### src/rtl/uart_pkg.sv
// uart_pkg: FSM state encoding and parity type constants shared by the UART TX and RX paths
package uart_pkg;
  typedef enum logic [2:0] {
    IDLE   = 3'd0,
    START  = 3'd1,
    DATA   = 3'd2,
    PARITY = 3'd3,
    STOP   = 3'd4
  } uart_state_e;
  localparam logic PAR_EVEN = 1'b0;
  localparam logic PAR_ODD  = 1'b1;
endpackage

### src/rtl/uart_tx_serializer.sv
// uart_tx_serializer: data register and bit index for the TX path
// Ports: CLK/RST clock and async active-low reset; load captures load_data and clears the index;
// shift_en advances the index; ser_data is the bit to drive on the line after this edge; ser_done marks the last bit on the line.
module uart_tx_serializer #(
  parameter int DATA_WIDTH = 8,
  parameter int CNT_BITS   = 3
) (
  input  logic                  CLK,
  input  logic                  RST,
  input  logic                  load,
  input  logic                  shift_en,
  input  logic [DATA_WIDTH-1:0] load_data,
  output logic                  ser_data,
  output logic                  ser_done
);
  logic [DATA_WIDTH-1:0] data_q;
  logic [CNT_BITS-1:0]   cnt;
  logic [CNT_BITS-1:0]   cnt_nxt;
  // cnt indexes the bit currently on the line; ser_data looks one bit ahead so TX_OUT can stay registered
  always_comb cnt_nxt = shift_en ? cnt + 1'b1 : cnt;
  assign ser_data = data_q[cnt_nxt];
  assign ser_done = cnt == CNT_BITS'(DATA_WIDTH - 1);
  always_ff @(posedge CLK or negedge RST)
    if (!RST) begin
      data_q <= '0;
      cnt    <= '0;
    end else if (load) begin
      data_q <= load_data;
      cnt    <= '0;
    end else if (shift_en)
      cnt <= cnt_nxt;
endmodule

### src/rtl/uart_tx.sv
// uart_tx: serializes a byte LSB first as start, data, optional parity, stop at one bit per CLK
// Ports: CLK bit-rate clock; RST async active-low reset; P_DATA/PAR_EN/PAR_TYP captured on Data_Valid in IDLE;
// TX_OUT registered serial line idling high; Busy registered, high while a frame is in flight.
module uart_tx
  import uart_pkg::*;
#(
  parameter int DATA_WIDTH = 8,
  parameter int CNT_BITS   = 3
) (
  input  logic                  CLK,
  input  logic                  RST,
  input  logic [DATA_WIDTH-1:0] P_DATA,
  input  logic                  Data_Valid,
  input  logic                  PAR_EN,
  input  logic                  PAR_TYP,
  output logic                  TX_OUT,
  output logic                  Busy
);
  uart_state_e state;
  logic        par_en_q;
  logic        par_q;
  logic        load;
  logic        shift_en;
  logic        ser_data;
  logic        ser_done;
  assign load     = state == IDLE && Data_Valid;
  assign shift_en = state == DATA && !ser_done;
  uart_tx_serializer #(
    .DATA_WIDTH(DATA_WIDTH),
    .CNT_BITS  (CNT_BITS)
  ) u_ser (
    .CLK      (CLK),
    .RST      (RST),
    .load     (load),
    .shift_en (shift_en),
    .load_data(P_DATA),
    .ser_data (ser_data),
    .ser_done (ser_done)
  );
  // Parity is folded at acceptance so later P_DATA/PAR_TYP changes cannot reach the frame in flight
  always_ff @(posedge CLK or negedge RST)
    if (!RST) begin
      state    <= IDLE;
      TX_OUT   <= 1'b1;
      Busy     <= 1'b0;
      par_en_q <= 1'b0;
      par_q    <= 1'b0;
    end else
      case (state)
        IDLE:
          if (Data_Valid) begin
            state    <= START;
            TX_OUT   <= 1'b0;
            Busy     <= 1'b1;
            par_en_q <= PAR_EN;
            par_q    <= ^P_DATA ^ (PAR_TYP == PAR_ODD);
          end
        START: begin
          state  <= DATA;
          TX_OUT <= ser_data;
        end
        DATA:
          if (ser_done) begin
            state  <= par_en_q ? PARITY : STOP;
            TX_OUT <= par_en_q ? par_q : 1'b1;
          end else
            TX_OUT <= ser_data;
        PARITY: begin
          state  <= STOP;
          TX_OUT <= 1'b1;
        end
        STOP: begin
          state  <= IDLE;
          TX_OUT <= 1'b1;
          Busy   <= 1'b0;
        end
        default: begin
          state  <= IDLE;
          TX_OUT <= 1'b1;
          Busy   <= 1'b0;
        end
      endcase
endmodule

### config.mk
export PLATFORM = sky130hd
export DESIGN_NAME = uart_tx
export DESIGN_NICKNAME = d
export VERILOG_FILES = /design/src/rtl/uart_pkg.sv /design/src/rtl/uart_tx_serializer.sv /design/src/rtl/uart_tx.sv
export SDC_FILE = /design/constraint.sdc
export NUM_CORES = 1
export LEC_CHECK = 0
export BUFFER_PORTS_ARGS = -buffer_cell sky130_fd_sc_hd__buf_2
export CAP_MARGIN = 20
export CORE_MARGIN = 2
export CORE_UTILIZATION = 55
export DETAILED_ROUTE_END_ITERATION = 6
export PLACE_DENSITY = 0.81
export SYNTH_ARGS = -nofsm -noshare
export SYNTH_HDL_FRONTEND = slang
export SYNTH_SLANG_ARGS = --single-unit
### constraint.sdc
create_clock -name CLK -period 3.3 [get_ports CLK]
set_clock_uncertainty 0.05 [all_clocks]
set_input_delay 0.66 -clock CLK [delete_from_list [all_inputs] [get_ports CLK]]
set_output_delay 0.66 -clock CLK [all_outputs]
set_load 0.03 [all_outputs]
Word-level counts from Yosys, hierarchy flattened
Cells that the tools add are included.
{"block": "classes", "addsub": 1, "n_lt_le_gt_ge": 1, "eq_ne": 6, "muxes": 15, "n_bitwise": 2, "reduce_logical": 10}
{"op": "3-bit 2-to-1 mux", "n": 6}
{"op": "3-bit one-hot mux with 4 select lines", "n": 1}
{"op": "8-bit parity", "n": 1}
{"op": "3-bit by 2-bit == test with 1-bit output, second input constant", "n": 2}
{"op": "2-bit AND reduction", "n": 3}
{"op": "1-bit 2-to-1 mux", "n": 5}
{"op": "3-bit by 4-bit less-than comparator with 1-bit output, second input constant", "n": 1}
{"op": "2-bit inequality test, second input constant", "n": 2}
{"op": "3-bit by 1-bit adder with 3-bit output, second input constant", "n": 1}
{"op": "1-bit binary-select mux with 3-bit select", "n": 1}
{"op": "3-bit by 1-bit == test with 1-bit output, second input constant", "n": 1}
{"op": "3-bit == test, second input constant", "n": 1}
{"op": "3-bit logical NOT", "n": 1}
{"op": "1-bit one-hot mux with 3 select lines", "n": 1}
{"op": "3-bit OR reduction", "n": 1}
{"op": "1-bit logical AND", "n": 2}
{"op": "1-bit one-hot mux with 2 select lines", "n": 1}
{"op": "2-bit nonzero test", "n": 1}
{"op": "1-bit logical NOT", "n": 1}
{"op": "1-bit NOT", "n": 1}
{"op": "1-bit bitwise XOR", "n": 1}
{"block": "word_totals", "reg_bits": 18, "in_bits": 13, "output_inout_bits": 2, "elab_cells": 42}

Longest topological paths before layout
Gate-level depths: netlist of the first run.
{"block": "depth", "word_depth": 8, "mapped_depth": 9, "mapped_depth_nobuf": 7}

Hierarchy
Synthesis of the first run repeated with hierarchy kept, for this count alone.
{"block": "hier_totals", "cells_unflattened": 85, "area_unflattened_um2": 985.9}
{"mod": "uart_tx_serializer", "instances": 1, "cells_each": 47, "area_per_inst_um2": 594.3, "seq_area_each_um2": 275.3}
{"mod": "uart_tx", "instances": 1, "cells_each": 38, "area_per_inst_um2": 391.6, "seq_area_each_um2": 176.4}

Worst setup path after synthesis of the first run
Ideal clock, no wire load.
{"block": "synth_path", "path_kind": "register -> register", "from": "register u_ser.cnt[0]", "to": "register TX_OUT", "arrival_time_ps": 2224, "path_slack_ps": 927, "stages_incl_launch_ff": 10, "path_cell_list": "dfrtp_1 > ha_1 > ha_1 > buf_4 > or4b_1 > buf_2 > nand3b_1 > o21ai_1 > a221o_1 > o311ai_1"}
{"block": "synth_via", "elab_chain_len": 8}
{"item": "start, declared", "line_no": "uart_tx_serializer.sv:17", "text": "logic [CNT_BITS-1:0] cnt;"}
{"item": "start signal, assigned", "line_no": "uart_tx_serializer.sv:31", "text": "cnt <= cnt_nxt;"}
{"item": "branches (longest 7 deep; another with 3-bit by 1-bit adder with 3-bit output)"}
{"item": "1-bit one-hot mux with 3 select lines (*)", "line_no": "uart_tx.sv:49", "text": "case (state)"}
{"item": "end signal, assigned", "line_no": "uart_tx.sv:60", "text": "TX_OUT <= ser_data;"}
{"item": "end signal, assigned", "line_no": "uart_tx.sv:65", "text": "TX_OUT <= par_en_q ? par_q : 1'b1;"}
{"item": "end signal, assigned", "line_no": "uart_tx.sv:67", "text": "TX_OUT <= ser_data;"}
{"item": "end, declared", "line_no": "uart_tx.sv:16", "text": "output logic TX_OUT,"}
Every way passes the cells marked *. The select of a mux whose other input is x is not followed.
A chain may end at the register's enable or synchronous reset.

Worst setup path after layout of the first run
Same ends and word-level chain as after synthesis.

==> results of run 1 <==
[per-stage QoR]
step	power (mW)	cells	setup WS (ns)	cell area (µm²)	utilization, %
finish	1.06	141	0.595	1160	65.6
detailed placement	0.926	137	0.625	1120	63.5
global route	1.14	141	0.424	1160	65.6
floorplan	0.819	104	0.927	1060	-
CTS	1.06	141	0.592	1160	65.6
global placement	0.892	137	0.753	1120	63.5
[registers in the layout, indices dropped and copies added (netlist names)]
name	cells
u_ser.cnt	3
Busy	1
par_en_q	1
par_q	1
TX_OUT	1
state	3
u_ser.data_q	8
[how the worst max path moves through the flow]
stage	to	start	slack, ns	cells past startpoint
after global placement	TX_OUT	u_ser.cnt[0]	0.75	7
after floorplan	TX_OUT	u_ser.cnt[0]	0.93	9
after CTS	TX_OUT	u_ser.cnt[0]	0.59	6
final	TX_OUT	u_ser.cnt[0]	0.60	6
after detailed placement	TX_OUT	u_ser.cnt[0]	0.62	6
after global routing	TX_OUT	u_ser.cnt[0]	0.42	7
[cells by family after synthesis]
family                     share of synthesized area [%]
muxes                                               13.6
DFF                                                 42.5
xor gates and xnor gates                            6.59
adders and majority gates                           2.35
and+or+nand+nor                                     15.9
AOI/OAI and AO/OA                                   13.2
buffers and inverters                               5.88
[routing by layer]
metal | GRT usage (%) | routed length, µm | part of all wire (%)
met1 | 26.4 | 880 | 41
met5 | 0 | 0 | 0
met4 | 7.57 | 8 | 0.38
met3 | 3.77 | 94 | 4.4
met2 | 39.7 | 1140 | 54
[cells in the mapped netlist]
master	number	share of area [%]
dfrtp_1	17	40
mux2_2	10	11
a21oi_1	8	3.8
nand2_1	8	2.8
nor2_1	8	2.8
o21ai_0	6	2.8
xnor2_1	6	4.9
inv_1	3	1.1
nand3b_1	3	2.1
a21o_1	2	1.4
and2b_2	2	1.6
buf_2	2	0.94
ha_1	2	2.4
nand3_1	2	0.94
nor3b_1	2	1.4
xor2_1	2	1.6
a21boi_0	1	0.71
a221o_1	1	0.94
a22o_1	1	0.82
a22oi_1	1	0.71
buf_4	1	0.71
buf_6	1	1.1
clkbuf_1	1	0.35
clkbuf_2	1	0.47
clkbuf_8	1	1.3
dfstp_2	1	2.5
mux2i_1	1	0.94
mux4_2	1	2.1
nand2b_1	1	0.59
nor3_1	1	0.47
nor4_1	1	0.59
nor4b_1	1	0.82
o21a_1	1	0.71
o21ai_1	1	0.47
o311ai_1	1	0.82
or3_2	1	0.71
or4b_1	1	0.94
[where the power goes]
group | internal (mW) | switching (mW)
clock network | 0.0672 | 0.0703
logic | 0.248 | 0.223
registers | 0.328 | 0.124
[layout make-up]
cell class	instances	share of cell area (%)
multi-input cells	76	47.5
flip-flops and latches	18	39.0
repair buffers	15	6.70
clock buffers	4	3.14
well taps	25	2.70
inverters	3	0.973
==> impl_metrics.toml, run 1 <==
[timing]
slew_violations = 0
period_share_pct = 82.0
period_minus_slack_ns = 2.70
setup_violations = 0
hold_violations = 0
rsz0062_at_grt = "false"
fmax_mhz = 370
worst_slew_pin_slew_ns = 0.762
final.setup.tns_ns = 0
holdWs_ns = 0.226
slew_headroom_pct = 48.5

[floorplan]
dieArea_mm2 = 0.00230
io_pins = 15
rows = 15
die_h_um = 48.0
initial_core_util_pct = 60.3
die_w_um = 48.0
core_mm2 = 0.00176

[grt]
grt_pass1_vias = 771
grt_overflow = 0
grt_usage_pct = 22.1
antenna_found_initial = 0
grt_pass1_wl_um = 3460
grt_max_degree = 19

[cells_and_area]
drive_above_1_share_pct = 29.3
multiInputGateArea_um2 = 549
final-seq-area_um2 = 452
fillers = 170
final_common_cell = "dfrtp_1"
syn_to_final_growth_pct = 8.82
diodes = 0
final_cell_mix = "dfrtp_1, buf_2, mux2_2"
nNetsFinal = 132

[critical_path]
slowest_stage = "nor4b_1"
crit_family = "simple AND/OR/NAND/NOR gates"
cp_num_buf_inv = 0
cp_data_arrival_time_ns = 2.86
endpoint_kind = "flip-flop"
cp_slowest_stage_delay_ns = 0.68
reg2reg_depth = 6
reg2reg_from = "u_ser.cnt[0]"
critPathLaunchType = "flip-flop"
crit_required_ns = 3.45
critPathMaxFanout = 13
path_common_cell = "ha_1"
rr_endpoint = "TX_OUT"
reg2reg_slack_ns = 0.60
path_class = "reg -> reg"
cp_cell_sequence = "ha_1, ha_1, nor4b_1, nor2_1, a221o_1, o311ai_1"

[routing]
wirelength_um = 2120
drt_iter0_markers = 22
vias = 820
wl_per_cell_um = 15.0
vias_per_cell = 5.82
route.detailed.drc = 0
postRouteAntennaNets = 0
dr.pass1.iters = 4

[clock_tree]
h-tree-depth = 1
tritoncts = "yes"
ctsResizeCount = 0
clock-sinks = 18
cts_made_buffers = 3
cts_root_buf = "clkbuf_4"
cts_buffer_depth = 2
clk_pin_slew_ns = 0.11
clk_latency_ns = 0.29
cts_setup_buffers = 0
ctsHoldBuffers = 0

[logic_synthesis]
synth_nets = 119
synth-seq-cells = 18
avgSynthCellArea_um2 = 10.2
netlist_area_mm2 = 0.00106
yosys_warnings = 0
synthCells = 104
synth_cell_types = 37
seq_area_frac_synth_pct = 42.5

[placement]
post-dp-hpwl_um = 1660
io_buffers = 14
gp_congestion = 0.832

[run]
max_cap_viol_count = 0

[worst_hold_path]
worstHoldPathType = "in -> async"

[power_and_ir_drop]
p_per_area_mw_per_mm2 = 916
leakage_nw = 0.491
peakVddDrop_mv = 0.589

[run_status]
outcome = "finished clean"
Note: power is estimated with default switching activity, not from simulation.
==> inputs of run 2 (changes only) <==
==> constraint.sdc (replaced) <==
create_clock -name CLK -period 2.6 [get_ports CLK]
set_clock_uncertainty 0.05 [all_clocks]
set_input_delay 0.52 -clock CLK [delete_from_list [all_inputs] [get_ports CLK]]
set_output_delay 0.52 -clock CLK [all_outputs]
set_load 0.03 [all_outputs]
==> run 2 against run 1 <==
Critical path depth up 1. Hold slack worse by 0.15 ns. First-iteration DRC count down 45%. Largest cell class unchanged. Critical path type unchanged. Highest routed layer unchanged.
==> impl_metrics.toml, run 2 (synthesized netlist as in run 1, its figures left out) <==
[run_status]
outcome = "finished clean"

[cells_and_area]
instances_no_fill = 144
nNetsFinal = 135
utilization_pct = 66.3
final_cell_mix = "dfrtp_1, buf_2, mux2_2"
syn_to_final_growth_pct = 10.0
top_register = "u_ser.data_q"
top_regs = "u_ser.data_q x8, state x3, u_ser.cnt x3"
largest_reg_flops = 8
fin_area_mm2 = 0.00117
drive_above_1_share_pct = 30.3
final_common_cell = "dfrtp_1"
diodes = 0

[floorplan]
io_pins = 15
die_h_um = 48.0
dieArea_mm2 = 0.00230
core_mm2 = 0.00176
die_w_um = 48.0
rows = 15
initial_core_util_pct = 60.3

[clock_tree]
clk_pin_slew_ns = 0.10
clock-sinks = 18
ctsHoldBuffers = 0
cts_buffer_depth = 2
ctsResizeCount = 0
cts_setup_buffers = 0
cts_root_buf = "clkbuf_4"
tritoncts = "yes"
cts_made_buffers = 3
h-tree-depth = 1
clk_latency_ns = 0.30

[worst_hold_path]
worstHoldPathType = "in -> async"

[grt]
antenna_found_initial = 0
use_met1_pct = 27.8
use_met3_pct = 3.77
grt_overflow = 0
grt_usage_pct = 21.5
grt_pass1_vias = 768
grtUsageMet2_pct = 34.9
grt_pass1_wl_um = 3370
grt-busiest-layer = "met2"
grt_max_degree = 19

[timing]
period_minus_slack_ns = 2.41
worst_slew_pin_slew_ns = 0.401
slew_violations = 0
fmax_mhz = 415
rsz0062_at_grt = "false"
hold_violations = 0
period_share_pct = 92.8
setup_violations = 0
final.setup.tns_ns = 0
slew_headroom_pct = 72.9

[routing]
vias_per_cell = 5.73
wirelength_um = 1980
vias = 825
route.detailed.drc = 0
wl_per_cell_um = 13.8
postRouteAntennaNets = 0
dr.pass1.iters = 4
drt_iter0_markers = 12

[critical_path]
endpoint_kind = "flip-flop"
critPathMaxFanout = 7
rr_endpoint = "TX_OUT"
crit_required_ns = 2.75
reg2reg_depth = 7
critPathLaunchType = "flip-flop"
path_class = "reg -> reg"
cp-startpoint = "u_ser.cnt[1]"
reg2reg_from = "u_ser.cnt[1]"
cp_data_arrival_time_ns = 2.57
reg2reg_slack_ns = 0.19

[power_and_ir_drop]
p_per_area_mw_per_mm2 = 1130
peakVddDrop_mv = 0.696
power.total_mw = 1.32
leakage_nw = 0.501

[placement]
dp.cells = 140
post-dp-hpwl_um = 1490
gp_congestion = 0.826
io_buffers = 14
placed_cell_area_mm2 = 0.00114

[run]
max_cap_viol_count = 0
[run 2: how the worst max path moves through the flow]
stage                  end  cells past startpoint
floorplan           TX_OUT                      9
finish              TX_OUT                      7
global placement    TX_OUT                      7
global route        TX_OUT                      7
detailed placement  TX_OUT                      7
CTS                 TX_OUT                      7
[run 2: where the power goes]
group | total, mW | leakage [nW] | internal [mW] | switching, mW
combinational | 0.640 | 0.269 | 0.333 | 0.308
clock | 0.146 | 0.0150 | 0.0598 | 0.0858
sequential | 0.536 | 0.217 | 0.416 | 0.120
total | 1.32 | 0.501 | 0.809 | 0.513
[run 2: routing by layer]
| layer | up-vias | share of wire, % |
|---|---|---|
| met5 | - | 0 |
| met4 | 0 | 2.2 |
| met3 | 7 | 4.8 |
| met2 | 25 | 50 |
| met1 | 397 | 43 |
| li1 | 396 | - |
[run 2: cell type report]
cell class,instances,area [µm²]
clock buffers,4,26.3
inverters,3,11.3
well taps,25,31.3
flip-flops and latches,18,452
repair buffers,18,100
multi-input cells,76,549
fillers,153,594
[run 2: worst max-delay path, cell delays in order, from the launching register on]
cell and delay, ns:
dfrtp_1 0.42, ha_1 0.21, ha_1 0.19, or4b_1 0.60, nand3b_1 0.15, o21ai_1 0.08
a221o_1 0.36, o311ai_1 0.26
[run 2: stage by stage]
step	hold slack, ns	worst slack (ns)
after floorplan	0.174	0.227
after global placement	0.407	0.339
after detailed placement	0.414	0.252
after CTS	0.0935	0.189
after global routing	0.111	0.0460
final	0.0787	0.188
==> inputs of run 3 (changes only) <==
--- a/config.mk
+++ b/config.mk
@@ -10,7 +10,7 @@
 export CORE_MARGIN = 2
 export CORE_UTILIZATION = 55
 export DETAILED_ROUTE_END_ITERATION = 6
-export PLACE_DENSITY = 0.81
+export PLACE_DENSITY_LB_ADDON = 0.08
 export SYNTH_ARGS = -nofsm -noshare
 export SYNTH_HDL_FRONTEND = slang
 export SYNTH_SLANG_ARGS = --single-unit
==> run 3 against run 2 <==
Combinational power rose by 2%. Final cell count did not move. Total power rose by 3.3%. Global-route usage rose by 2.8 points. Hold slack improved by 0.0057 ns. Cell area rose by 0.86%. Setup slack improved by 0.051 ns. Register-to-register slack improved by 0.05 ns. Sequential share of layout area fell by 0.33 points. First-iteration DRC count rose by 83%. Via count rose by 2.5%. Wire length rose by 6.3%. Largest power group unchanged.
==> impl_metrics.toml, run 3 (synthesized netlist as in run 1, its figures left out) <==
[run]
max_cap_viol_count = 0

[clock_tree]
ctsHoldBuffers = 0
clock-sinks = 18
clk_pin_slew_ns = 0.10
tritoncts = "yes"
clk_latency_ns = 0.30
cts_made_buffers = 3
ctsResizeCount = 0
cts_setup_buffers = 0
h-tree-depth = 1
cts_buffer_depth = 2
cts_root_buf = "clkbuf_4"

[timing]
rsz0062_at_grt = "false"
fmax_mhz = 424
slew_violations = 0
slew_headroom_pct = 72.6
hold_violations = 0
setup_violations = 0
final.setup.tns_ns = 0
worst_slew_pin_slew_ns = 0.410
period_minus_slack_ns = 2.36
holdWs_ns = 0.0844
period_share_pct = 90.8

[cells_and_area]
final_common_cell = "dfrtp_1"
diodes = 0
instances_no_fill = 144
final_cell_mix = "dfrtp_1, buf_2, mux2_2"
largest_reg_flops = 8
syn_to_final_growth_pct = 10.9
top_regs = "u_ser.data_q x8, state x3, u_ser.cnt x3"
top_register = "u_ser.data_q"
nNetsFinal = 135
drive_above_1_share_pct = 31.1

[power_and_ir_drop]
clock_power_share_pct = 12.8
seq_power_share_pct = 39.5
p_sw_share_pct = 38.9
leakage_nw = 0.507
p_int_uw = 835
p_sw_uw = 531
p_comb_share_pct = 47.7
peakVddDrop_mv = 0.575
p_per_area_mw_per_mm2 = 1160

[placement]
dp.cells = 140
post-dp-hpwl_um = 1510
gp_congestion = 0.815
io_buffers = 14

[critical_path]
cp_cell_sequence = "ha_1, ha_1, or4b_1, nand3b_1, o21ai_1, a221o_1, o311ai_1"
reg2reg_slack_ns = 0.24
path_class = "reg -> reg"
crit_required_ns = 2.76
reg2reg_from = "u_ser.cnt[1]"
critPathMaxFanout = 7
slowest_stage = "or4b_1"
cp-startpoint = "u_ser.cnt[1]"
path_common_cell = "ha_1"
cp_slowest_stage_delay_ns = 0.59
cp_data_arrival_time_ns = 2.52
rr_endpoint = "TX_OUT"
reg2reg_depth = 7
crit_path_end = "TX_OUT"
critPathLaunchType = "flip-flop"
endpoint_kind = "flip-flop"

[routing]
wl_per_cell_um = 14.6
drt_iter0_markers = 22
dr.pass1.iters = 4
postRouteAntennaNets = 0
vias_per_cell = 5.88
vias = 846
route.detailed.drc = 0
wirelength_um = 2110

[floorplan]
initial_core_util_pct = 60.3
die_w_um = 48.0
core_mm2 = 0.00176
dieArea_mm2 = 0.00230
io_pins = 15
rows = 15
die_h_um = 48.0

[worst_hold_path]
worstHoldPathType = "in -> async"

[grt]
grt_max_degree = 19
grt_overflow = 0
antenna_found_initial = 0
grt_usage_pct = 24.3
grt_pass1_wl_um = 3790
grtUsageMet2_pct = 40.8
use_met3_pct = 7.55
grt-busiest-layer = "met2"
use_met1_pct = 28.6
grt_pass1_vias = 878

[run_status]
outcome = "finished clean"
run 3: changes by cell type in the layout (fill, tap and decap cells not counted):
| cell | before | now |
|---|---|---|
| clkbuf_8 | 0 | 1 |
| clkbuf_1 | 1 | 0 |
run 3: through the flow:
stage | setup slack [ns] | cell area (µm²) | utilization (%) | total power, mW
final | 0.240 | 1180 | 66.9 | 1.37
after global routing | 0.103 | 1180 | 66.9 | 1.48
after CTS | 0.245 | 1180 | 66.9 | 1.36
after detailed placement | 0.270 | 1140 | 64.8 | 1.18
after global placement | 0.351 | 1140 | 64.8 | 1.16
after floorplan | 0.227 | 1060 | - | 1.04
run 3: how the worst min path moves through the flow:
stage / from / to / slack [ns] / depth (start not counted)
after floorplan: RST / Busy / 0.17 / 0
after global routing: RST / u_ser.cnt[0] / 0.11 / 1
final: RST / u_ser.cnt[0] / 0.08 / 1
after global placement: Busy / Busy / 0.41 / 1
after detailed placement: Busy / Busy / 0.41 / 1
after CTS: RST / u_ser.cnt[0] / 0.09 / 1
run 3: power groups by stage:
stage	clock, mW	combinational, mW	sequential, mW
after detailed placement	0	0.640	0.544
final	0.175	0.651	0.540
after CTS	0.177	0.649	0.539
after global placement	0	0.620	0.540
after global routing	0.186	0.727	0.565
after floorplan	0	0.523	0.517
run 3: routing by layer:
metal | part of all wire [%] | wire length (µm)
met1 | 44 | 920
met2 | 47 | 994
met3 | 6.0 | 127
met4 | 3.0 | 64
met5 | 0 | 0
run 3: critical path: cells and delay by family, from the launching register on:
kind | cells | cell delay [ns]
adders and majority gates | 2 | 0.38
and+or+nand+nor | 2 | 0.72
AOI/OAI and AO/OA | 3 | 0.71
DFF | 1 | 0.42
run 3: area by class of cell:
type,instances,area (µm²)
clock buffers,4,36.3
fillers,160,584
inverters,3,11.3
multi-input cells,76,549
flip-flops and latches,18,452
well taps,25,31.3
repair buffers,18,100
